==> config.mk <==
export PLATFORM = sky130hd
export DESIGN_NAME = audio_arbiter
export DESIGN_NICKNAME = d
export VERILOG_FILES = /design/src/rtl/audio_pkg.sv /design/src/rtl/audio_arbiter_sfx_timer.sv /design/src/rtl/audio_arbiter.sv
export SDC_FILE = /design/constraint.sdc
export NUM_CORES = 1
export LEC_CHECK = 0
export CORE_ASPECT_RATIO = 1.1
export CORE_MARGIN = 2
export CORE_UTILIZATION = 43
export DETAILED_ROUTE_END_ITERATION = 8
export PLACE_DENSITY = 0.85
export SKIP_LAST_GASP = 1
export SYNTH_ARGS = -nofsm -noshare
export SYNTH_HDL_FRONTEND = slang
export SYNTH_SLANG_ARGS = --single-unit
==> constraint.sdc <==
create_clock -name clk -period 2.1 [get_ports clk]
set_input_delay 0.315 -clock clk [delete_from_list [all_inputs] [get_ports clk]]
set_output_delay 0.315 -clock clk [all_outputs]
set_load 0.1 [all_outputs]
==> src/rtl/audio_pkg.sv <==
// Shared types and default sizing for the audio codec arbiter slice.
package audio_pkg;

    localparam int unsigned NUM_SRC = 4;
    localparam int unsigned W       = 24;
    localparam int unsigned SFX_DUR = 5000000;

    typedef logic signed [W-1:0] sample_t;

    typedef enum logic [1:0] {
        SRC_MUSIC,
        SRC_SHOOT,
        SRC_HIT,
        SRC_DEATH
    } src_e;

endpackage

==> src/rtl/audio_arbiter_sfx_timer.sv <==
// One-shot activity timer: a start pulse (re)loads DUR-1 and holds active for DUR cycles.
module sfx_timer #(
    parameter int unsigned DUR = 5000000
) (
    input  logic clk,
    input  logic reset,
    input  logic start,
    output logic active
);

    localparam int unsigned TW = (DUR > 1) ? $clog2(DUR) : 1;

    logic [TW-1:0] timer;

    // A start wins over expiry so a retrigger on the last cycle leaves no gap.
    always_ff @(posedge clk) begin
        if (reset) begin
            timer  <= '0;
            active <= 1'b0;
        end else if (start) begin
            timer  <= TW'(DUR - 1);
            active <= 1'b1;
        end else if (timer != '0) begin
            timer  <= timer - TW'(1);
        end else begin
            active <= 1'b0;
        end
    end

endmodule

==> src/rtl/audio_arbiter.sv <==
// Fixed-priority arbiter sharing the codec write path between music and one-shot effects.
module audio_arbiter #(
    parameter int unsigned NUM_SRC = audio_pkg::NUM_SRC,
    parameter int unsigned SFX_DUR = audio_pkg::SFX_DUR,
    parameter int unsigned W       = audio_pkg::W
) (
    input  logic                         clk,
    input  logic                         reset,
    input  logic                         music_on,
    input  logic [NUM_SRC-1:0]           sfx_req,
    input  logic                         mute,
    input  logic [NUM_SRC*W-1:0]         src_sample,
    input  logic                         write_ready,
    output logic [NUM_SRC-1:0]           src_en,
    output logic [$clog2(NUM_SRC)-1:0]   grant,
    output logic                         grant_valid,
    output logic                         write,
    output logic [W-1:0]                 sample_left,
    output logic [W-1:0]                 sample_right
);

    import audio_pkg::*;

    localparam int unsigned GW = $clog2(NUM_SRC);

    logic                 music_active;
    logic [NUM_SRC-1:1]   sfx_active;
    logic [NUM_SRC-1:0]   active;
    logic [W-1:0]         samples [NUM_SRC];
    logic [GW-1:0]        grant_nxt;
    logic                 valid_nxt;
    logic                 take_sample;

    // Music is not a one-shot, so its request bit carries no meaning.
    logic unused_sfx0;
    assign unused_sfx0 = sfx_req[0];

    for (genvar i = 1; i < NUM_SRC; i++) begin : g_sfx
        sfx_timer #(.DUR(SFX_DUR)) u_timer (
            .clk    (clk),
            .reset  (reset),
            .start  (sfx_req[i]),
            .active (sfx_active[i])
        );
    end

    for (genvar i = 0; i < NUM_SRC; i++) begin : g_unpack
        assign samples[i] = src_sample[i*W +: W];
    end

    assign active      = {sfx_active, music_active};
    assign take_sample = write_ready && !write;

    // Highest active index wins; grant holds when nothing is active.
    always_comb begin
        grant_nxt = grant;
        valid_nxt = |active;
        for (int unsigned i = 0; i < NUM_SRC; i++) begin
            if (active[i]) begin
                grant_nxt = GW'(i);
            end
        end
    end

    always_ff @(posedge clk) begin
        if (reset) begin
            music_active <= 1'b0;
            grant        <= '0;
            grant_valid  <= 1'b0;
            src_en       <= '0;
            write        <= 1'b0;
            sample_left  <= '0;
            sample_right <= '0;
        end else begin
            music_active <= music_on;
            grant        <= grant_nxt;
            grant_valid  <= valid_nxt;
            src_en       <= valid_nxt ? (NUM_SRC'(1) << grant_nxt) : '0;
            write        <= take_sample;
            if (take_sample) begin
                sample_left  <= (grant_valid && !mute) ? samples[grant] : '0;
                sample_right <= (grant_valid && !mute) ? samples[grant] : '0;
            end
        end
    end

endmodule
==> results.py <==
metrics = {
    "clock_network": {
        "ctsHoldBuffers": 0,
        "cts-buffers-inserted": 9,
        "htree_levels": 3,
        "root_buffer": "clkbuf_16",
        "cts.sinks": 105,
        "cts_tree": "built",
        "clockBufferDepth": 2,
        "clkTransAtPathRegs_ns": 0.07,
        "clk_latency_ns": 0.35,
    },
    "place": {
        "post-dp-hpwl_um": 11200,
        "portBuffers": 159,
        "placed_cells": 884,
        "place_congestion": 0.913,
    },
    "critical_path": {
        "crit_fanout": 8,
        "worstSetupPathType": "reg2reg",
        "crit_start": "g_sfx[2].u_timer.timer[1]$_SDFFE_PP0P_",
        "crit_path_end_kind": "flop",
        "crit_path_start_kind": "flop",
        "cp.arrival_ns": 2.22,
        "critical_path_required_ns": 2.31,
        "reg2reg_from": "g_sfx[2].u_timer.timer[1]$_SDFFE_PP0P_",
    },
    "hold_path": {
        "min-delay-start": "reset",
        "hp-class": "in2reg",
    },
    "pwr": {
        "powerDensity_mw_per_mm2": 683,
        "power_leakage_nw": 2.83,
        "irDropWorstVdd_mv": 0.402,
        "finalPower_w": 0.00514,
    },
    "global_route": {
        "grt_max_degree": 73,
        "grt_overflow": 0,
        "grt_pass1_wl_um": 24700,
        "use_met3": 0.0512,
        "first_global_vias": 5171,
        "met1_usage": 0.255,
        "top_usage_layer": "met2",
        "track_usage": 0.222,
        "antenna_found_initial": 0,
        "grt_use_met2": 0.406,
    },
    "routing": {
        "drc": 0,
        "drtPass1Iterations": 5,
        "drtIter0Drc": 391,
        "routed_wl_um": 15300,
        "ant_nets": 0,
        "vias_per_cell": 5.73,
        "dr_total_vias": 5198,
        "wl_per_cell_um": 16.9,
    },
    "logic_synthesis": {
        "postSynthAreaPerCell_um2": 9.25,
        "synth_edf_count": 0,
        "yosysSeqAreaShare": 0.389,
        "synth.area.top_cells": "dfxtp_1, mux4_2, a21oi_1",
        "synth_top_area_share": 0.389,
        "yosysWarnings": 0,
        "synthArstFlopShare": 0,
        "synth_nets": 695,
        "synth_top_flop_cell": "dfxtp_1",
        "synth_cell_type_count": 55,
        "syn_inst": 584,
        "synth.cell_area_mm2": 0.00540,
        "synth-seq-cells": 105,
        "netlist.top_cell.by_area": "dfxtp_1",
    },
    "sta": {
        "period_needed_ns": 2.01,
        "slew_viol_final": 0,
        "worstMarginPinSlew_ns": 0.748,
        "finClkSkew_ns": 0.00493,
        "rsz0062_at_grt": "yes",
        "fin_crit_sh": 0.959,
        "hold_ws_ns": 0.336,
        "slew-limit-headroom": 0.501,
        "fmax_mhz": 497,
        "setup_viol": 0,
        "finalHoldViolCount": 0,
    },
    "outcome": {
        "status": "completed",
    },
    "cells_and_area": {
        "layoutNonFillerInstCount": 907,
        "areaGrowthSynthToFinish_pct": 39.4,
        "diodes": 0,
        "most-common-layout-cells": "clkdlybuf4s50_1, dfxtp_1, buf_4, nor2_1, a21oi_1",
        "fin_nets": 859,
        "drive_gt1_frac": 0.232,
        "final_common_cell": "clkdlybuf4s50_1",
        "fill_cells": 912,
    },
    "floorplan": {
        "dieArea_mm2": 0.0135,
        "start_util": 0.445,
        "io_pins": 161,
        "fp-row-count": 42,
        "die_x_um": 111,
        "core_area_mm2": 0.0121,
        "die_h_um": 122,
    },
    "run": {
        "cap_violations": 0,
    },
}
cell usage after synthesis (7+ instances only):
| cell | instances |
|---|---|
| o21ai_0 | 7 |
| nand3_1 | 17 |
| nand2_1 | 28 |
| a22oi_1 | 24 |
| dfxtp_1 | 105 |
| a31oi_1 | 10 |
| a211oi_1 | 9 |
| buf_4 | 25 |
| mux4_2 | 24 |
| nor3_1 | 21 |
| xnor2_1 | 28 |
| or3_1 | 7 |
| inv_1 | 13 |
| xor2_1 | 11 |
| nand4_1 | 8 |
| a21oi_1 | 54 |
| or4_1 | 7 |
| clkbuf_1 | 22 |
| nor2_1 | 72 |
| nor4_1 | 12 |
per-layer routing:
metal | vias up | wire (um)
met2 | 229 | 7870
met4 | 0 | 459
met5 | - | 0
li1 | 2465 | -
met1 | 2462 | 6030
met3 | 42 | 971
cell families (layout without fill, tap and decap cells):
| family | Yosys count | after routing | synth area share |
|---|---|---|---|
| muxes | 28 | 28 | 0.108 |
| and+or+nand+nor | 215 | 215 | 0.218 |
| adders and majority gates | 6 | 6 | 0.0139 |
| buffers and inverters | 67 | 236 | 0.0646 |
| AOI/OAI and AO/OA | 124 | 124 | 0.144 |
| DFF | 105 | 105 | 0.389 |
| xor gates and xnor gates | 39 | 39 | 0.0633 |
cell type report:
type | instances | area (um2) | area share
Clock buffer | 10 | 229 | 0.0304
Clock inverter | 6 | 68.8 | 0.00914
Tap cell | 154 | 193 | 0.0256
Multi-Input combinational cell | 412 | 3010 | 0.400
Timing Repair Buffer | 206 | 1860 | 0.247
Inverter | 14 | 52.6 | 0.00698
Sequential cell | 105 | 2110 | 0.281
metrics by stage:
step	setup slack (ns)	util	instance area [um2]	TNS (ns)
2_1_floorplan	0.0228	-	5420	0
3_3_place_gp	0.0569	0.585	7100	0
3_5_place_dp	0.0223	0.585	7100	0
4_1_cts	-0.0108	0.610	7400	-0.0108
5_1_grt	-0.0147	0.620	7530	-0.0221
6_report	0.0868	0.620	7530	0
report_power, final:
| part | switching [W] | leakage (nW) | internal [W] |
|---|---|---|---|
| Combinational | 0.000655 | 1.82 | 0.000590 |
| Clock | 0.000747 | 0.143 | 0.000928 |
| Sequential | 0.000130 | 0.865 | 0.00209 |
| Total | 0.00153 | 2.83 | 0.00361 |
flip-flops by register name, summed over array words and instances, names as in the netlist:
name and count:
src_en 4, g_sfx.u_timer.timer 69, g_sfx.u_timer.active 3, sample_right 24
grant_valid 1, music_active 1, grant 2, write 1
final timing paths:
| path | slack (ns) | cells past startpoint | to |
|---|---|---|---|
| setup / recovery | 0.09 | 8 | g_sfx[2].u_timer.timer[9]$_SDFFE_PP0P_ |
| hold reg to reg | 0.51 | 2 | g_sfx[2].u_timer.timer[7]$_SDFFE_PP0P_ |
| setup reg to reg | 0.09 | 8 | g_sfx[2].u_timer.timer[9]$_SDFFE_PP0P_ |
| hold / removal | 0.34 | 3 | g_sfx[2].u_timer.timer[1]$_SDFFE_PP0P_ |
repair_timing:
action | in CTS | in global routing
gates cloned | 0 | 1
pin swaps | 0 | 12
setup buffers | 0 | 6
endpoints found under the setup margin | 1 | 39
resized for setup | 1 | 22
worst max-delay path, cell delays in order, from the launching register on:
cell      delay (ns)
dfxtp_2         0.34
inv_2           0.07
ha_1            0.13
or4b_4          0.47
nor3_4          0.28
buf_6           0.17
a211oi_1        0.09
xnor2_1         0.23
a21oi_1         0.10
(Power assumes the default switching activity.)
